$ cat src/rtl/updw_cnt_pkg.sv
// Shared mode encodings for the multi-mode up/down/bounce counter.
package updw_cnt_pkg;

  localparam logic [1:0] MODE_UP   = 2'b00;
  localparam logic [1:0] MODE_DN   = 2'b01;
  localparam logic [1:0] MODE_BNC  = 2'b10;
  localparam logic [1:0] MODE_HOLD = 2'b11;

endpackage

$ cat src/rtl/updw_cnt_nxt.sv
// Combinational step function: next count, direction and terminal-count for one enabled step.
// Assumes lo <= hi; the caller holds state when the bounds are inverted.
module updw_cnt_nxt
  import updw_cnt_pkg::*;
#(
  parameter int BW = 8
) (
  input  logic [BW-1:0] cnt,
  input  logic          dir,
  input  logic [1:0]    mode,
  input  logic          wrap,
  input  logic [BW-1:0] lo,
  input  logic [BW-1:0] hi,
  output logic [BW-1:0] nxt_cnt,
  output logic          nxt_dir,
  output logic          nxt_tc
);

  logic up;
  logic bnc;

  always_comb begin
    up = dir;
    if (mode == MODE_UP) begin
      up = 1'b1;
    end else if (mode == MODE_DN) begin
      up = 1'b0;
    end
    bnc     = (mode == MODE_BNC);
    nxt_cnt = cnt;
    nxt_dir = up;
    nxt_tc  = 1'b0;

    if (mode == MODE_HOLD) begin
      nxt_dir = dir;
    end else if (lo == hi) begin
      // Single-point range: pin to the bound and pulse every step, never flip.
      nxt_cnt = lo;
      nxt_tc  = 1'b1;
    end else if ((cnt < lo) || (cnt > hi)) begin
      nxt_cnt = up ? lo : hi;
    end else if (up) begin
      if (cnt != hi) begin
        nxt_cnt = cnt + 1'b1;
      end else begin
        nxt_tc = 1'b1;
        if (bnc) begin
          nxt_dir = 1'b0;
          nxt_cnt = hi - 1'b1;
        end else if (wrap) begin
          nxt_cnt = lo;
        end
      end
    end else begin
      if (cnt != lo) begin
        nxt_cnt = cnt - 1'b1;
      end else begin
        nxt_tc = 1'b1;
        if (bnc) begin
          nxt_dir = 1'b1;
          nxt_cnt = lo + 1'b1;
        end else if (wrap) begin
          nxt_cnt = hi;
        end
      end
    end
  end

endmodule

$ cat src/rtl/updw_cnt_multi.sv
// Runtime-bounded up/down/bounce counter with wrap/saturate, load, enable and boundary flags.
// Register stage with reset > load > inverted-bounds hold > enabled step priority.
module updw_cnt_multi
  import updw_cnt_pkg::*;
#(
  parameter int            BW      = 8,
  parameter logic [BW-1:0] RST_VAL = '0
) (
  input  logic          i_clk,
  input  logic          i_rst,
  input  logic          i_en,
  input  logic [1:0]    i_mode,
  input  logic          i_wrap,
  input  logic [BW-1:0] i_lo,
  input  logic [BW-1:0] i_hi,
  input  logic          i_load,
  input  logic [BW-1:0] i_ld_val,
  output logic [BW-1:0] o_cnt,
  output logic          o_dir,
  output logic          o_tc,
  output logic          o_err
);

  logic [BW-1:0] cnt_p1;
  logic          dir_p1;
  logic          tc_p1;
  logic          err_p1;

  logic [BW-1:0] nxt_cnt;
  logic          nxt_dir;
  logic          nxt_tc;
  logic          bad_bounds;
  logic          step;

  assign bad_bounds = (i_lo > i_hi);
  assign step       = i_en && (i_mode != MODE_HOLD) && !bad_bounds;

  updw_cnt_nxt #(.BW(BW)) u_nxt (
    .cnt     (cnt_p1),
    .dir     (dir_p1),
    .mode    (i_mode),
    .wrap    (i_wrap),
    .lo      (i_lo),
    .hi      (i_hi),
    .nxt_cnt (nxt_cnt),
    .nxt_dir (nxt_dir),
    .nxt_tc  (nxt_tc)
  );

  // Stage p1: architectural state register
  always_ff @(posedge i_clk) begin
    if (i_rst) begin
      cnt_p1 <= RST_VAL;
      dir_p1 <= 1'b1;
      tc_p1  <= 1'b0;
      err_p1 <= 1'b0;
    end else begin
      err_p1 <= bad_bounds;
      tc_p1  <= 1'b0;
      if (i_load) begin
        cnt_p1 <= i_ld_val;
      end else if (step) begin
        cnt_p1 <= nxt_cnt;
        dir_p1 <= nxt_dir;
        tc_p1  <= nxt_tc;
      end
    end
  end

  assign o_cnt = cnt_p1;
  assign o_dir = dir_p1;
  assign o_tc  = tc_p1;
  assign o_err = err_p1;

endmodule

$ cat config.mk
export PLATFORM = sky130hd
export DESIGN_NAME = updw_cnt_multi
export DESIGN_NICKNAME = d
export VERILOG_FILES = /design/src/rtl/updw_cnt_pkg.sv /design/src/rtl/updw_cnt_nxt.sv /design/src/rtl/updw_cnt_multi.sv
export SDC_FILE = /design/constraint.sdc
export NUM_CORES = 1
export LEC_CHECK = 0
export CAP_MARGIN = 20
export CORE_ASPECT_RATIO = 0.8
export CORE_UTILIZATION = 45
export DETAILED_ROUTE_END_ITERATION = 10
export GPL_ROUTABILITY_DRIVEN = 0
export PLACE_DENSITY_LB_ADDON = 0.05
export SLEW_MARGIN = 20
export SYNTH_ARGS = -nofsm -noshare
export SYNTH_HDL_FRONTEND = slang
export SYNTH_HIERARCHICAL = 1
export SYNTH_SLANG_ARGS = --single-unit
$ cat constraint.sdc
create_clock -name i_clk -period 2.9 [get_ports i_clk]
set_clock_uncertainty 0.05 [all_clocks]
set_input_delay 0.29 -clock i_clk [delete_from_list [all_inputs] [get_ports i_clk]]
set_output_delay 0.29 -clock i_clk [all_outputs]
set_load 0.005 [all_outputs]
Word level (Yosys, flattened, before mapping) --
Cells that the tools add are included. Widths: inputs -> output; s select.
Operators by class: add/sub/neg operators 4, multiply operators 0, divide/modulo/power cells 0, order comparisons 3, equality and inequality tests 9, shifts and indexed selects 0, mux-type cells 27, bitwise operators 3, reductions and logical operators 10
Operators by type and width (count):
- $mux 8 | 13
- $add 8x1->8 const B | 2
- $gt 8x8->1 | 2
- $ne 8x8->1 | 2
- $sub 8x1->8 const B | 2
- $mux 1 | 14
- $eq 8x8->1 | 1
- $lt 8x8->1 | 1
- $ne 7x7->1 const B | 1
- $reduce_bool 7->1 | 1
- $eq 2x2->1 const B | 2
- $ne 2x2->1 const B | 2
- $reduce_and 4->1 | 1
- $reduce_or 4->1 | 1
- $not 1->1 | 3
- $reduce_and 3->1 | 1
- $eq 2x1->1 const B | 1
- $logic_and 1x1->1 | 2
- $logic_not 2->1 | 1
- $reduce_bool 2->1 | 1
- $logic_not 1->1 | 1
- $logic_or 1x1->1 | 1
Storage, ports and cells: bits in registers 11, bits in latches 0, bits in writable memories 0, bits in read-only memories 0, input bits 31, logic and storage cells 60, memories 0

Logic depth before layout (Yosys ltp) --
Gate-level depths: netlist of run 1.
depth in word-level cells 9, mapped depth 12, mapped depth without buffers 10

Modules after synthesis --
The synthesis of run 1 kept the hierarchy.
By module, submodules not included:
- updw_cnt_nxt | instances 1, cells each 291, area each 1908.1 um^2, sequential area each 0.0 um^2
- updw_cnt_multi | instances 1, cells each 88, area each 812.0 um^2, sequential area each 220.2 um^2

Least setup slack after synthesis of run 1 --
Ideal clock, no wire load.
path kind in2reg, start point input port i_lo[2], end point register cnt_p1[1], in the netlist o_cnt[1], setup time 0.095 ns, data arrival time 2.548 ns, setup slack 0.207 ns, stages on the path 12, path through clkbuf_1 > inv_1 > ha_1 > a21oi_1 > o221ai_1 > a221o_1 > o311a_1 > clkbuf_1 > a211o_1 > a31oi_1 > a41oi_1 > a221oi_1
On the way: word-level cells in the longest chain between the ends 8
Ends and longest elaborated chain:
- from (decl) | line updw_cnt_multi.sv:14 | input logic [BW-1:0] i_lo,
- parallel branches: the longest is 4 deep, another holds $lt 8x8->1
- $mux 8 * | line updw_cnt_nxt.sv:36 | end else if (lo == hi) begin
- $mux 8 * | line updw_cnt_nxt.sv:34 | if (mode == MODE_HOLD) begin
- net nxt_cnt[1] | line updw_cnt_multi.sv:29 | logic [BW-1:0] nxt_cnt;
- $mux 8 * | line updw_cnt_multi.sv:62 | end else if (step) begin
- $mux 8 * | line updw_cnt_multi.sv:60 | if (i_load) begin
- to (signal assigned) | line updw_cnt_multi.sv:61 | cnt_p1 <= i_ld_val;
- to (signal assigned) | line updw_cnt_multi.sv:63 | cnt_p1 <= nxt_cnt;
- to (decl) | line updw_cnt_multi.sv:24 | logic [BW-1:0] cnt_p1;
Mark *: on every way through the listed nets, which the timed path passes. The select of a mux whose other input is x is not followed. A chain may end at the register's enable or synchronous reset.

Worst setup path in the final report of run 1 --
start point input port i_lo[2], end point register cnt_p1[2], in the netlist o_cnt[2]
On the way: word-level cells in the longest chain between the ends 9
Ends and longest elaborated chain:
- $add 8x1->8 / $mux 8 (equally long branches) | line updw_cnt_nxt.sv:61, updw_cnt_nxt.sv:50
- $mux 8, on equally long branches | line updw_cnt_nxt.sv:59, updw_cnt_nxt.sv:47
- $mux 8, on equally long branches | line updw_cnt_nxt.sv:55, updw_cnt_nxt.sv:43
- $mux 8 | line updw_cnt_nxt.sv:42 | end else if (up) begin
- $mux 8 | line updw_cnt_nxt.sv:40 | end else if ((cnt < lo) || (cnt > hi)) begin
- $mux 8 * | line updw_cnt_nxt.sv:36
- $mux 8 * | line updw_cnt_nxt.sv:34
- net nxt_cnt[2] | line updw_cnt_multi.sv:29
- $mux 8 * | line updw_cnt_multi.sv:62
- $mux 8 * | line updw_cnt_multi.sv:60
Mark *: on every way through the listed nets, which the timed path passes. The rest lies on a longest branch. The select of a mux whose other input is x is not followed.

==> results.py, run 1 <==
metrics = {
    "synthesis": {
        "yosysWarnings": 6,
        "synth_area_per_cell_um2": 7.18,
        "synthArstFlopShare": 0,
        "synth_top_area_frac": 0.129,
        "ys_ff_latch": 11,
        "synth_cells": 379,
        "synthesis.area_mm2": 0.00272,
        "ys.flop_type": "dfxtp_1",
        "netlist_top_cells_area": "ha_1 (13%), dfxtp_1 (8.1%), xnor2_1 (7.1%), a211oi_1 (5.5%), inv_1 (5.1%)",
        "yosysTopAreaCell": "ha_1",
        "yosys.cell_types.count": 66,
        "seq_area_frac_synth": 0.0810,
        "synth_nets": 438,
        "synth_edf_count": 0,
    },
    "hold_path": {
        "hold_path_depth": 2,
        "hp-start": "o_dir$_SDFFE_PP1P_",
        "hold_class": "reg -> reg",
        "min_to": "o_dir$_SDFFE_PP1P_",
    },
    "layout": {
        "multiInputGateArea_mm2": 0.00229,
        "nNetsFinal": 517,
        "nFillCells": 531,
        "synthToLayoutAreaGrowth_pct": 35.7,
        "layout-drive-gt1-share": 0.208,
        "seq_area_um2": 220,
        "antennaDiodeCount": 0,
    },
    "floorplan": {
        "fp-row-count": 24,
        "ios": 42,
        "die_h_um": 71.5,
        "dieWidth_um": 88.9,
        "die-area_mm2": 0.00636,
        "initial_core_util": 0.482,
        "placeableCoreArea_mm2": 0.00565,
    },
    "setup_path": {
        "cp.arrival_ns": 2.93,
        "reg2reg_to": "o_cnt[2]$_SDFFE_PP0P_",
        "required_ns": 3.00,
        "r2r_cells": 10,
        "end_kind": "flip-flop",
        "critPathMaxFanout": 3,
        "crit_chain": "clkdlybuf4s50_1 -> inv_1 -> ha_1 -> a21oi_2 -> o221ai_2 -> a221o_1 -> o311ai_4 -> buf_12 -> mux2i_1 -> o221a_2 -> a41oi_1 -> a221oi_1",
        "start_kind": "input port",
        "crit_path_top_delay_cell": "clkdlybuf4s50_1",
        "cpPeakStageDelay_ns": 0.49,
        "regToRegSetupSlack_ns": 0.20,
        "path_class": "in -> reg",
        "r2r-start": "o_cnt[1]$_SDFFE_PP0P_",
    },
    "pwr": {
        "power_w": 0.000969,
        "p_leak_nw": 1.55,
        "cellPowerDensity_mw_per_mm2": 262,
        "ir_worst_vdd_mv": 0.206,
    },
    "clock_tree": {
        "post-cts-setup-buffer-count": 0,
        "cts_tree": "built",
        "clk_pin_slew_worst_paths_ns": 0.06,
        "clockRootBuffer": "clkbuf_8",
        "max-clock-path-buffers": 2,
        "cts.sinks": 11,
        "cts_made_buffers": 3,
        "cts-htree-levels": 1,
        "clk_latency_ns": 0.24,
    },
    "sta": {
        "tightest_slew_ns": 0.673,
        "fin_crit_ns": 2.83,
        "final-hold-violation-count": 0,
        "fin_crit_sh": 0.976,
        "slew_headroom": 0.550,
        "slew_violations": 0,
        "setup_violations": 0,
        "fmax_mhz": 353,
        "whs_ns": 0.521,
    },
    "drt": {
        "drc": 0,
        "ant_nets": 0,
        "first_iter_violations": 390,
        "drtPass1Iterations": 5,
        "via_per_inst": 6.28,
        "vias": 3358,
        "wl_per_cell_um": 19.4,
        "wl_um": 10400,
    },
    "placed_design": {
        "io_buffers": 41,
        "dp_hpwl_um": 8370,
    },
    "global_route": {
        "overflow": 0,
        "grt_max_degree": 21,
        "grt_pass1_vias": 3209,
        "grtUsageTotal": 0.336,
        "antenna_found_initial": 0,
        "grt_pass1_wl_um": 16300,
    },
    "run": {
        "maxCapViolCount": 0,
    },
    "run_status": {
        "run_status": "finished, final reports clean",
    },
}
synthesized netlist by cell type, drive strengths merged, types with 3 or more instances:
cell,number
inv,37
ha,28
nor2,27
a21oi,25
nand2,23
xnor2,22
a211oi,21
clkbuf,19
nand3,18
o21ai,15
buf,12
dfxtp,11
o31ai,11
a41oi,9
mux2i,9
a221oi,8
nand4,8
nor3,8
nor4,8
nor2b,5
a211o,4
xor2,4
a21o,3
o211ai,3
o22ai,3
o31a,3
layout by cell type (no fill, tap or decap), types with 3 or more instances in the layout:
cell type	Yosys	layout
inv_1	37	37
a21o_1	3	3
nor4_1	6	6
nand2_1	23	23
nand3_1	18	16
nor2b_1	5	5
ha_1	28	28
a211oi_1	20	18
clkbuf_8	0	3
o22ai_1	3	3
a21oi_1	25	23
clkdlybuf4s50_1	0	41
a211o_1	3	3
o21ai_0	13	12
buf_4	1	63
xnor2_1	22	22
nor3_1	8	8
dfxtp_1	11	11
nor2_1	25	24
o31ai_1	11	11
mux2i_1	9	9
a41oi_1	9	8
nand4_1	7	7
a221oi_1	8	8
xor2_1	4	4
o31a_1	3	3
cell type report:
class,instances,area share
inverter,37,0.0376
timing repair buffer,105,0.245
multi-input combinational,300,0.619
clock buffer,4,0.0122
tap,78,0.0264
sequential,11,0.0596
per-stage QoR:
step,cell area (um2),TNS [ns],setup WS (ns),std cells,util
final,3690,0,0.0702,535,0.654
after global routing,3690,-0.0321,-0.0321,535,0.654
after CTS,3610,0,0.0302,535,0.640
after detailed placement,3570,-1.49,-0.280,531,0.632
after global placement,3570,-1.38,-0.262,531,0.632
after floorplan,2720,0,0.207,379,-
power by group:
group	switching [W]	internal, W	total [W]
logic	0.000334	0.000292	0.000626
registers	0.0000161	0.000163	0.000179
clock network	0.0000665	0.0000972	0.000164
sequential cells by signal, summed over array words and instances, names as in the netlist:
| signal | count |
|---|---|
| o_cnt | 8 |
| o_dir | 1 |
| o_err | 1 |
| o_tc | 1 |
layer usage:
metal  vias to the layer above  share of wire  GRT usage
met5                         -              0          0
met4                         0          0.020     0.0806
met3                        18           0.11     0.0691
met2                       218           0.42      0.504
met1                      1552           0.44      0.489
li1                       1570              -          -
critical path, delay by kind of cell:
kind,cells,cell delay [ns]
AOI/OAI and AO/OA,7,1.39
adders and majority gates,1,0.32
buffers and inverters,3,0.71
muxes,1,0.22
worst max-delay path by stage:
stage / slack, ns / to / from / cells after the start
global route: -0.03 / o_cnt[1]$_SDFFE_PP0P_ / i_lo[2] / 11
global placement: -0.26 / o_cnt[1]$_SDFFE_PP0P_ / i_lo[3] / 11
floorplan: 0.21 / o_cnt[1]$_SDFFE_PP0P_ / i_lo[2] / 12
CTS: 0.03 / o_cnt[2]$_SDFFE_PP0P_ / i_lo[2] / 12
detailed placement: -0.28 / o_cnt[1]$_SDFFE_PP0P_ / i_lo[2] / 11
finish: 0.07 / o_cnt[2]$_SDFFE_PP0P_ / i_lo[2] / 12
logic make-up after synthesis:
kind of cell,share of synthesized area
compound gates,0.338
xor+xnor,0.0837
simple gates,0.224
flops,0.0810
buf+inv,0.108
fa+ha+maj,0.129
mux,0.0373
repair_timing:
action	4_1_cts	5_1_grt
resized for setup	1	17
setup endpoints to repair	1	7
pin swaps	0	5
hold buffers	0	0
Power figures use the tool's default switching activity.
==> inputs of run 2 (changes only) <==
ABC_CLOCK_PERIOD_IN_PS = 2900   (was not set)
CTS_BUF_LIST = sky130_fd_sc_hd__clkbuf_2 sky130_fd_sc_hd__clkbuf_4 sky130_fd_sc_hd__clkbuf_8   (was not set)
RECOVER_POWER = 100   (was not set)
==> results.py, run 2 (same netlist as run 1, synthesis figures left out) <==
metrics = {
    "placed_design": {
        "place_area_mm2": 0.00357,
        "dp_hpwl_um": 8370,
        "post-place-ws_ns": -0.280,
        "io_buffers": 41,
        "placed_cells": 531,
    },
    "pwr": {
        "power_w": 0.000968,
        "internal-power_w": 0.000553,
        "switching_power_w": 0.000415,
        "seqPwrFrac": 0.185,
        "cellPowerDensity_mw_per_mm2": 264,
        "ir_worst_vdd_mv": 0.203,
        "p_leak_nw": 1.53,
        "p_clk_frac": 0.179,
        "comb_power_share": 0.636,
        "swShare": 0.429,
    },
    "layout": {
        "stdcell_count": 535,
        "antennaDiodeCount": 0,
        "final_cell_mix": "buf_4 (56), inv_1 (37), clkdlybuf4s50_1 (37)",
        "final_common_cell": "buf_4",
        "largest_reg_flops": 8,
        "nNetsFinal": 517,
        "fin_area_mm2": 0.00366,
        "synthToLayoutAreaGrowth_pct": 34.6,
        "layout-drive-gt1-share": 0.195,
    },
    "clock_tree": {
        "cts_made_buffers": 3,
        "clk_latency_ns": 0.24,
        "max-clock-path-buffers": 2,
        "cts.sinks": 11,
        "clockRootBuffer": "clkbuf_8",
        "clk_pin_slew_worst_paths_ns": 0.06,
        "cts_tree": "built",
        "post-cts-setup-buffer-count": 0,
        "cts-htree-levels": 1,
    },
    "floorplan": {
        "placeableCoreArea_mm2": 0.00565,
        "die-area_mm2": 0.00636,
        "initial_core_util": 0.482,
        "dieWidth_um": 88.9,
        "fp-row-count": 24,
        "ios": 42,
        "die_h_um": 71.5,
    },
    "global_route": {
        "overflow": 0,
        "grt_pass1_vias": 3209,
        "grt_pass1_wl_um": 16300,
        "grt_max_degree": 21,
        "antenna_found_initial": 0,
        "grtUsageTotal": 0.336,
    },
    "sta": {
        "setup_slack_ns": 0.0839,
        "fin_crit_ns": 2.82,
        "whs_ns": 0.523,
        "fmax_mhz": 355,
        "slew_headroom": 0.561,
        "tightest_slew_ns": 0.657,
        "setup_violations": 0,
        "fin_crit_sh": 0.971,
        "final-hold-violation-count": 0,
        "slew_violations": 0,
    },
    "setup_path": {
        "path_class": "in -> reg",
        "critPathMaxFanout": 9,
        "start_kind": "input port",
        "end_kind": "flip-flop",
        "cp.arrival_ns": 2.92,
        "required_ns": 3.00,
        "regToRegSetupSlack_ns": 0.20,
    },
    "drt": {
        "vias": 3397,
        "first_iter_violations": 393,
        "ant_nets": 0,
        "wl_per_cell_um": 19.4,
        "wl_um": 10400,
        "drtPass1Iterations": 5,
        "drc": 0,
        "via_per_inst": 6.35,
    },
    "run_status": {
        "run_status": "finished, final reports clean",
    },
    "run": {
        "maxCapViolCount": 0,
    },
    "hold_path": {
        "hold_class": "reg -> reg",
    },
}
==> run 2: cell types whose count changed in the layout (fill, tap and decap cells not counted), sizes merged <==
cell,previous run,this run
clkbuf,4,11
clkdlybuf4s50,41,37
buf,64,57
dlygate4sd3,0,4
==> run 2: worst max-delay path: stages <==
cell             delay (ns)
clkdlybuf4s50_1        0.48
inv_1                  0.06
ha_1                   0.32
a21oi_2                0.16
o221ai_2               0.14
a221o_1                0.38
o311a_4                0.19
a211o_1                0.29
a31oi_1                0.19
a41oi_1                0.12
a221oi_1               0.28
==> run 2: routing by layer <==
metal / track usage / vias up / part of all wire
met5: 0 / - / 0
met4: 0.0806 / 0 / 0.029
met3: 0.0691 / 29 / 0.10
met2: 0.504 / 206 / 0.42
met1: 0.489 / 1586 / 0.45
li1: - / 1576 / -
==> run 2: per-stage QoR <==
stage	setup TNS [ns]	utilization
after CTS	0	0.641
after global routing	-0.0301	0.648
after floorplan	0	-
after global placement	-1.38	0.632
final	0	0.648
after detailed placement	-1.49	0.632
==> run 2: cell type report <==
cell class,count,area [um2]
clock buffers,4,48.8
fillers,540,1980
inverters,37,139
multi-input cells,300,2280
flip-flops and latches,11,220
well taps,78,97.6
repair buffers,105,877
==> run 2: worst paths after layout <==
check                                      startpoint                    end  cells after the start
worst max-delay path                          i_lo[2]  o_cnt[1]$_SDFFE_PP0P_                     11
worst min-delay path               o_dir$_SDFFE_PP1P_     o_dir$_SDFFE_PP1P_                      2
worst max register to register  o_cnt[2]$_SDFFE_PP0P_  o_cnt[5]$_SDFFE_PP0P_                      9
worst min register to register     o_dir$_SDFFE_PP1P_     o_dir$_SDFFE_PP1P_                      2
==> run 2: power by group through the flow <==
stage	sequential, W	combinational (W)	clock (W)
after floorplan	0.000183	0.000347	0
after global placement	0.000182	0.000578	0
after detailed placement	0.000182	0.000587	0
after CTS	0.000178	0.000590	0.000172
after global routing	0.000179	0.000665	0.000184
final	0.000179	0.000616	0.000173
==> run 2: repair_timing <==
item / 4_1_cts / 5_1_grt
setup endpoints to repair: 1 / 7
pin swaps: 0 / 5
resized for setup: 1 / 17
hold buffers: 0 / 0
